<file path="src/rtl/cache_mem_arbiter_pkg.sv">
// Shared types and default geometry for the cache/memory arbiter.
// The line_burst_buf helper sizes itself from parameters, not these constants.
package arb_types;
  localparam int LINE_W      = 256;
  localparam int BEAT_W      = 64;
  localparam int BEATS       = LINE_W / BEAT_W;
  localparam int OFFSET_BITS = $clog2(LINE_W / 8);

  typedef enum logic [2:0] {IDLE, I_RD, D_RD, D_WR, DONE} arb_state_t;
  typedef enum logic {src_i, src_d} arb_src_t;
endpackage

</file>
<file path="src/rtl/cache_mem_arbiter_line_burst_buf.sv">
// Beat counter plus line assembly buffer for whole-line bursts.
// The same block is meant to sit behind the future L2 interface.
module line_burst_buf #(
  parameter int LINE_W = 256,
  parameter int BEAT_W = 64
) (
  input  logic              clk,
  input  logic              rst,
  input  logic              clr,
  input  logic              beat_valid,
  input  logic              store_en,
  input  logic [BEAT_W-1:0] beat_in,
  input  logic [LINE_W-1:0] wline,
  output logic              last_beat,
  output logic [LINE_W-1:0] line_out,
  output logic [BEAT_W-1:0] beat_out
);
  localparam int BEATS = LINE_W / BEAT_W;
  localparam int CNT_W = $clog2(BEATS);

  logic [CNT_W-1:0]  cnt_q;
  logic [LINE_W-1:0] line_q;

  // BEATS is a power of two, so the counter wraps to 0 after the last beat.
  always_ff @(posedge clk or posedge rst) begin
    if (rst) begin
      cnt_q  <= '0;
      line_q <= '0;
    end else if (clr) begin
      cnt_q <= '0;
    end else if (beat_valid) begin
      if (store_en) line_q[int'(cnt_q)*BEAT_W +: BEAT_W] <= beat_in;
      cnt_q <= cnt_q + 1'b1;
    end
  end

  assign last_beat = (cnt_q == CNT_W'(BEATS - 1));
  assign line_out  = line_q;
  assign beat_out  = wline[int'(cnt_q)*BEAT_W +: BEAT_W];
endmodule

</file>
<file path="src/rtl/cache_mem_arbiter.sv">
// Shares one burst memory port between I-cache (read) and D-cache (read/write).
// Optional macro ARB_FAIRNESS_EN alternates grants when both sides contend.
module cache_mem_arbiter #(
  parameter int LINE_W = 256,
  parameter int BEAT_W = 64,
  parameter int ADDR_W = 32
) (
  input  logic              clk,
  input  logic              rst,
  input  logic              i_read,
  input  logic [ADDR_W-1:0] i_addr,
  output logic [LINE_W-1:0] i_rdata,
  output logic              i_resp,
  input  logic              d_read,
  input  logic              d_write,
  input  logic [ADDR_W-1:0] d_addr,
  input  logic [LINE_W-1:0] d_wdata,
  output logic [LINE_W-1:0] d_rdata,
  output logic              d_resp,
  output logic              pmem_read,
  output logic              pmem_write,
  output logic [ADDR_W-1:0] pmem_addr,
  output logic [BEAT_W-1:0] pmem_wdata,
  input  logic [BEAT_W-1:0] pmem_rdata,
  input  logic              pmem_resp
);
  import arb_types::*;

  localparam int OFF_W = $clog2(LINE_W / 8);

  arb_state_t        state_q;
  logic [ADDR_W-1:0] addr_q, addr_d, sel_addr;
  logic              rd_q, wr_q, i_resp_q, d_resp_q;
  logic              d_sel, any_req, in_burst, last_beat;
  arb_src_t          grant_src;
  logic [LINE_W-1:0] line_out;
`ifdef ARB_FAIRNESS_EN
  arb_src_t          last_grant_q;
`endif

  always_comb begin
    d_sel = d_read || d_write;
`ifdef ARB_FAIRNESS_EN
    if (i_read && d_sel) d_sel = (last_grant_q == src_i);
`endif
    grant_src = d_sel ? src_d : src_i;
    sel_addr  = d_sel ? d_addr : i_addr;
    addr_d    = {sel_addr[ADDR_W-1:OFF_W], {OFF_W{1'b0}}};
  end

  assign any_req  = i_read || d_read || d_write;
  assign in_burst = (state_q == I_RD) || (state_q == D_RD) || (state_q == D_WR);

  always_ff @(posedge clk or posedge rst) begin
    if (rst) begin
      state_q  <= IDLE;
      addr_q   <= '0;
      rd_q     <= 1'b0;
      wr_q     <= 1'b0;
      i_resp_q <= 1'b0;
      d_resp_q <= 1'b0;
`ifdef ARB_FAIRNESS_EN
      last_grant_q <= src_i;
`endif
    end else begin
      i_resp_q <= 1'b0;
      d_resp_q <= 1'b0;
      unique case (state_q)
        IDLE: if (any_req) begin
          addr_q <= addr_d;
`ifdef ARB_FAIRNESS_EN
          last_grant_q <= grant_src;
`endif
          // A write wins over a simultaneous D read (protocol error, flagged below).
          if (grant_src == src_i) begin
            state_q <= I_RD;
            rd_q    <= 1'b1;
          end else if (d_write) begin
            state_q <= D_WR;
            wr_q    <= 1'b1;
          end else begin
            state_q <= D_RD;
            rd_q    <= 1'b1;
          end
        end
        I_RD, D_RD, D_WR: if (pmem_resp && last_beat) begin
          state_q  <= DONE;
          rd_q     <= 1'b0;
          wr_q     <= 1'b0;
          i_resp_q <= (state_q == I_RD);
          d_resp_q <= (state_q != I_RD);
        end
        DONE:    state_q <= IDLE;
        default: state_q <= IDLE;
      endcase
    end
  end

  line_burst_buf #(.LINE_W(LINE_W), .BEAT_W(BEAT_W)) u_buf (
    .clk        (clk),
    .rst        (rst),
    .clr        (state_q == IDLE),
    .beat_valid (pmem_resp && in_burst),
    .store_en   (state_q != D_WR),
    .beat_in    (pmem_rdata),
    .wline      (d_wdata),
    .last_beat  (last_beat),
    .line_out   (line_out),
    .beat_out   (pmem_wdata)
  );

  assign pmem_read  = rd_q;
  assign pmem_write = wr_q;
  assign pmem_addr  = addr_q;
  assign i_resp     = i_resp_q;
  assign d_resp     = d_resp_q;
  assign i_rdata    = line_out;
  assign d_rdata    = line_out;

  assert property (@(posedge clk) disable iff (rst) (state_q == IDLE) |-> !(d_read && d_write))
    else $warning("cache_mem_arbiter: d_read and d_write asserted together, serving the write");
endmodule

</file>
<file path="config.mk">
export PLATFORM = sky130hd
export DESIGN_NAME = cache_mem_arbiter
export DESIGN_NICKNAME = d
export VERILOG_FILES = /design/src/rtl/cache_mem_arbiter_pkg.sv /design/src/rtl/cache_mem_arbiter_line_burst_buf.sv /design/src/rtl/cache_mem_arbiter.sv
export SDC_FILE = /design/constraint.sdc
export NUM_CORES = 1
export LEC_CHECK = 0
export CAP_MARGIN = 20
export CORE_AREA = 2 2 393 395
export DETAILED_ROUTE_END_ITERATION = 16
export DIE_AREA = 0 0 395 397
export PLACE_DENSITY_LB_ADDON = 0.25
export SETUP_SLACK_MARGIN = 0.4
export SLEW_MARGIN = 15
export SYNTH_ARGS = -nofsm -noshare
export SYNTH_HDL_FRONTEND = slang
export SYNTH_HIERARCHICAL = 1
export SYNTH_SLANG_ARGS = --single-unit
</file>
<file path="constraint.sdc">
create_clock -name clk -period 14 [get_ports clk]
set_input_delay 2.1 -clock clk [delete_from_list [all_inputs] [get_ports clk]]
set_output_delay 2.1 -clock clk [all_outputs]
set_load 0.01 [all_outputs]
</file>
==> results by group, run 1 <==
Setup path
  – Slowest CP cell: clkdlybuf4s50_1
  – Critical path's largest stage delay: 0.67 ns
  – Flop-to-flop setup slack: about 9.9 ns
  – Register-to-Register Path Depth: 8
  – Delay-heaviest family, CP: buffers and inverters
  – CP arrival: 3.92 ns
  – Critical Path Most Common Cell: clkdlybuf4s50_1
  – CP Cell Sequence: clkdlybuf4s50_1, mux4_2, clkdlybuf4s50_1
  – WS Path Type: primary input to primary output
  – CP required: between 10 and 15 ns
  – Origin of the critical flop-to-flop path: state_q[1]
  – CP Launch Type: primary input
  – CP max FO: 1
  – Buf+Inv Stages, Crit Path: 2
  – Critical Path End Type: primary output
  – R2R Path End: u_buf/line_out[41]

Finish
  – Layout cells sized above 1: 0.123
  – Nets@finish: 2172
  – Area grow syn2layout: 81.5%
  – # fillers: approximately 17000
  – Design area: ~26000 um^2

Clock network
  – Total CTS buffers: between 40 and 50
  – H-tree Lvls: 2
  – CTS Hold Bufs: 0
  – CTS resizes: 0
  – Worst-skew pair later-pin latency: 0.60 ns
  – CTS tree: built
  – # Post-CTS Setup Buffers: 0
  – CTS Root Cell: clkbuf_16
  – Clk slew on worst S/H paths: 0.06 ns
  – Sinks on Clock Net: 292
  – Clock buffer depth: 3

Placed design
  – Placed Area: 24700 um^2
  – Routability Congestion: between 0.7 and 0.8
  – Pre-CTS setup slack: 7.68 ns
  – Post-DP HPWL: between 80 and 90 mm
  – Port bufs: 986

STA
  – Fin crit period: 6.02 ns
  – Slew HR: 0.258
  – Worst-margin pin slew: 1.11 ns
  – Final Hold Viols: 0
  – Final Setup Violations: 0
  – Setup_tns: 0 ns
  – Final Max Slew Viols: 0
  – Final Cycle Share: 0.430
  – Post-route worst setup slack: around 8 ns
  – Highest clock rate: between 150 and 200 MHz
  – RSZ-0062 raised after global routing: false
  – Clk_skew: 0.0444 ns

Route
  – Final ANT Viol Nets: 0
  – Wirelength per Cell: 27.7 um
  – DRT iter0 DRCs: between 500 and 600
  – Via Count: between 10000 and 15000
  – Drt first pass iters: 5
  – Final WL: 107 mm
  – DR vias/cell: between 3 and 4
  – Post-route DRC: 0

Worst hold path
  – Worst Hold Class: flop to flop
  – Hold_sp: pmem_read
  – Hold Path Depth: 2
  – Hold endpoint: pmem_read

Run status
  – Status: finished clean

Power
  – Static leakage power: a little over 0.01 uW
  – Worst vdd ir: ~74 uV
  – Pwr/cell area: roughly 220 nW/um^2

Die
  – Chip width: approximately 400 um
  – Die area: 157000 um^2
  – Core ar.: roughly 150000 um^2
  – # rows: ~140
  – Vert. Die Dim: around 400 um
  – Io pins: roughly 1000
  – Initial Util: 0.0945

GRT
  – First-pass GRT wire length: 134 mm
  – Total track usage: 0.130
  – Initial antenna violation count: slightly below 60
  – Largest net degree at the start of global routing: 95
  – Vias in the first global route: 12500
  – Gr ovfl total: 0

Synthesis
  – YS warnings: 6
  – Synthesized area: between 10000 and 15000 um^2
  – Synth Instances: about 1100
  – Synth Register Bits: roughly 300
  – Cell variety after synth: 34
  – Mean post-synth cell area: about 14 um^2
  – Post-synthesis sequential area ratio: 0.506

Flow run
  – # Max-Cap Violations: 0
metal layers:
layer / wire length (um) / GRT usage
met5: 151 / 0
met2: 52500 / 0.221
met1: 39900 / 0.143
met3: 10500 / 0.0580
met4: 3970 / 0.0453
worst max-delay path by stage:
stage,from,to,slack (ns),cells past startpoint
floorplan,rst,u_buf/cnt_q[0],4.80,1
global placement,pmem_resp,u_buf/line_out[54],7.63,8
detailed placement,pmem_resp,u_buf/line_out[54],7.68,8
CTS,d_wdata[83],pmem_wdata[19],7.93,3
global route,d_wdata[83],pmem_wdata[19],7.93,3
finish,d_wdata[83],pmem_wdata[19],7.98,3
registers in the layout (all words and copies together), names as in the netlist:
signal	cells
d_resp	1
i_resp	1
pmem_addr	27
pmem_read	1
pmem_write	1
state_q	3
u_buf/cnt_q	2
u_buf/line_out	256
cell families after synthesis:
logic type / Yosys count / share of synthesized area
AOI/OAI and AO/OA: 265 / 0.159
xor gates and xnor gates: 1 / 0.000606
adders and majority gates: 6 / 0.00519
buffers and inverters: 340 / 0.165
DFF: 292 / 0.506
muxes: 119 / 0.148
other: 1 / 0.000259
and+or+nand+nor: 30 / 0.0164
report_power, final:
part           internal, uW  switching (uW)
Clock                   697             449
Combinational          1690            1310
Sequential             1170             409
Total                  3560            2170
placed cells by master (no fill, tap or decap), types with 4 or more instances in the layout:
master,count
mux4_2,64
mux2_4,20
a22o_1,256
clkbuf_16,42
mux2_2,34
bufinv_16,5
a21oi_1,5
inv_1,5
buf_4,22
clkbuf_8,9
conb_1,5
nand4b_1,4
clkdlybuf4s50_1,986
ha_1,6
nor2_1,7
nor3_4,4
dfrtp_1,290
clkbuf_1,7
diode_2,10
Yosys cell counts, drive strengths merged:
master / count / area [um^2]
buf: 305 / 2260
dfrtp: 292 / 7310
a22o: 256 / 2240
mux4: 64 / 1440
mux2: 54 / 683
clkbuf: 28 / 105
nor2: 9 / 41.3
inv: 7 / 26.3
ha: 6 / 75.1
a21oi: 5 / 25.0
nand4b: 4 / 35.0
nor3: 4 / 46.3
nand2: 3 / 11.3
nand2b: 2 / 15.0
nor3b: 2 / 15.0
nor4: 2 / 42.5
o21ai: 2 / 10.0
conb: 1 / 3.75
mux2i: 1 / 10.0
nand3: 1 / 5.00
nand3b: 1 / 7.51
nand4bb: 1 / 11.3
nor2b: 1 / 6.26
o21ba: 1 / 10.0
o31a: 1 / 8.76
xnor2: 1 / 8.76
through the flow:
stage,hold WS [ns],power (uW),std cells,utilization
final,0.506,5730,3863,0.171
after global routing,0.525,6030,3856,0.171
after CTS,0.511,5890,3853,0.171
after detailed placement,0.494,4690,3777,0.162
after global placement,0.492,4690,3777,0.162
after floorplan,0.515,2880,1058,-
area by class of cell:
cell class	instances	area, um^2	area share
antenna	10	25.0	0.000954
tap	2044	2560	0.0975
timing repair buffer	1008	10000	0.383
sequential	292	7310	0.279
inverter	7	33.8	0.00129
clock buffer	58	1200	0.0458
clock inverter	18	268	0.0102
multi-input combinational	426	4800	0.183
tightest hold or removal path: stages (launching register included):
cell     delay [ns]
dfrtp_1        0.34
a21oi_1        0.04
nor2_1         0.08
No activity file was read; power rests on OpenSTA's default activity.
==> run 2: changes to the inputs <==
==> constraint.sdc (replaced) <==
create_clock -name clk -period 6.15 [get_ports clk]
set_input_delay 0.9225 -clock clk [delete_from_list [all_inputs] [get_ports clk]]
set_output_delay 0.9225 -clock clk [all_outputs]
set_load 0.01 [all_outputs]
==> results by group, run 2 (same netlist as run 1, synthesis figures left out) <==
STA
  – Final Hold Viols: 0
  – Final Cycle Share: 0.724
  – Slew HR: 0.297
  – Worst-margin pin slew: approximately 1.1 ns
  – Clk_skew: 0.0270 ns
  – Final Setup Violations: 0
  – RSZ-0062 raised after global routing: false
  – Setup_tns: 0 ns
  – Fin crit period: about 4.5 ns
  – Highest clock rate: roughly 220 MHz
  – Final Max Slew Viols: 0

Power
  – Clock power share: 0.195
  – Internal power: 8010 uW
  – Total power: approximately 13000 uW
  – Worst vdd ir: between 150 and 200 uV
  – Switch share: 0.385
  – Pwr/cell area: between 400 and 500 nW/um^2
  – Combinational Power Share: 0.530
  – Net Sw Power: approximately 5000 uW
  – Static leakage power: 0.0101 uW
  – Part of the power in registers: 0.275

Route
  – DR vias/cell: 3.17
  – Final WL: 109 mm
  – Wirelength per Cell: 28.3 um
  – DRT iter0 DRCs: 578
  – Via Count: around 12000
  – Drt first pass iters: 4
  – Final ANT Viol Nets: 0
  – Post-route DRC: 0

Setup path
  – WS Path Type: flop to primary output
  – CP arrival: between 3 and 4 ns
  – CP max FO: 38
  – CP Launch Type: flop
  – CP Cell Sequence: buf_4, mux4_2, clkdlybuf4s50_1
  – Register-to-Register Path Depth: 6
  – CP required: 5.23 ns
  – Critical path's largest stage delay: 0.94 ns
  – Slowest CP cell: dfrtp_4
  – Critical Path End Type: primary output

Finish
  – Leading cell type in the layout, fill and taps excluded: clkdlybuf4s50_1
  – Max reg flops: between 200 and 300
  – Most frequent cells in the layout: clkdlybuf4s50_1, dfrtp_1, a22o_1
  – Area grow syn2layout: 81.5%
  – Layout cells sized above 1: 0.124
  – Nets@finish: ~2200

Clock network
  – CTS Root Cell: clkbuf_16
  – Sinks on Clock Net: 292
  – Total CTS buffers: 42
  – CTS tree: built
  – Worst-skew pair later-pin latency: approximately 0.60 ns
  – # Post-CTS Setup Buffers: 0
  – CTS resizes: 0
  – Clk slew on worst S/H paths: roughly 0.060 ns
  – Clock buffer depth: 3
  – CTS Hold Bufs: 0
  – H-tree Lvls: 2

Die
  – Die area: 157000 um^2
  – Chip width: 395 um
  – Io pins: roughly 1000
  – # rows: 144
  – Initial Util: 0.0945
  – Core ar.: ~150000 um^2
  – Vert. Die Dim: roughly 400 um

GRT
  – First-pass GRT wire length: roughly 140 mm
  – Initial antenna violation count: 60
  – Largest net degree at the start of global routing: 140
  – Gr ovfl total: 0
  – Vias in the first global route: between 10000 and 15000
  – Total track usage: 0.133

Placed design
  – Routability Congestion: about 0.81
  – Port bufs: just under 1000
  – Post-DP HPWL: approximately 90 mm

Worst hold path
  – Worst Hold Class: flop to flop
  – Hold Path Depth: 1

Flow run
  – # Max-Cap Violations: 0

Run status
  – Status: finished clean
==> run 2: cell count changes in the layout (fill, tap and decap cells not counted), sizes merged <==
cell	change
bufinv	-2
buf	+1
inv	+4
diode	+4
clkbuf	-2
clkinvlp	+1
==> run 2: per-stage QoR <==
stage	hold WS [ns]	instances	util	setup slack, ns	cell area, um^2
after global routing	0.519	3860	0.171	1.46	26200
after CTS	0.511	3855	0.171	1.56	26200
after global placement	0.492	3778	0.162	2.16	24800
after detailed placement	0.493	3778	0.162	2.18	24800
after floorplan	0.515	1058	-	1.83	14500
final	0.507	3869	0.171	1.70	26200
==> run 2: cell type report <==
class / instances / area [um^2]
diodes: 14 / 35.0
clock buffers: 56 / 1170
clock inverters: 21 / 235
fillers: 16800 / 127000
inverters: 7 / 30.0
multi-input cells: 426 / 4800
flip-flops and latches: 292 / 7310
well taps: 2044 / 2560
repair buffers: 1009 / 10100
==> run 2: power groups by stage <==
stage | clock network (uW) | registers [uW] | logic, uW
after floorplan | 0 | 3560 | 2990
after global placement | 0 | 3630 | 7090
after detailed placement | 0 | 3660 | 7060
after CTS | 2670 | 3640 | 7080
after global routing | 2740 | 3710 | 7260
final | 2540 | 3580 | 6900
==> run 2: routing by layer <==
metal  GRT usage  routed length [um]  up-vias  share of wire
met4      0.0395                3410       18          0.031
li1            -                   -     5178              -
met3      0.0556               10100      163          0.092
met5           0                 118        -         0.0011
met1       0.145               40300     6235           0.37
met2       0.235               55500      669           0.51
==> run 2: path summary, 6_finish.rpt <==
| path | startpoint | end | slack (ns) |
|---|---|---|---|
| worst max-delay path | u_buf/cnt_q[0] | pmem_wdata[37] | 1.70 |
| min in group asynchronous | rst | u_buf/line_out[115] | 0.72 |
| worst max register to register | u_buf/cnt_q[0] | u_buf/line_out[19] | 2.78 |
| worst min-delay path | pmem_addr[13] | pmem_addr[13] | 0.51 |
| worst min register to register | pmem_addr[13] | pmem_addr[13] | 0.51 |
| max in group asynchronous | rst | u_buf/line_out[15] | 4.17 |
==> run 2: worst max-delay path, delay by kind of cell, from the launching register on <==
family                 cells  cell delay (ns)
buffers and inverters      2             1.24
DFF                        1             0.94
muxes                      1             0.71
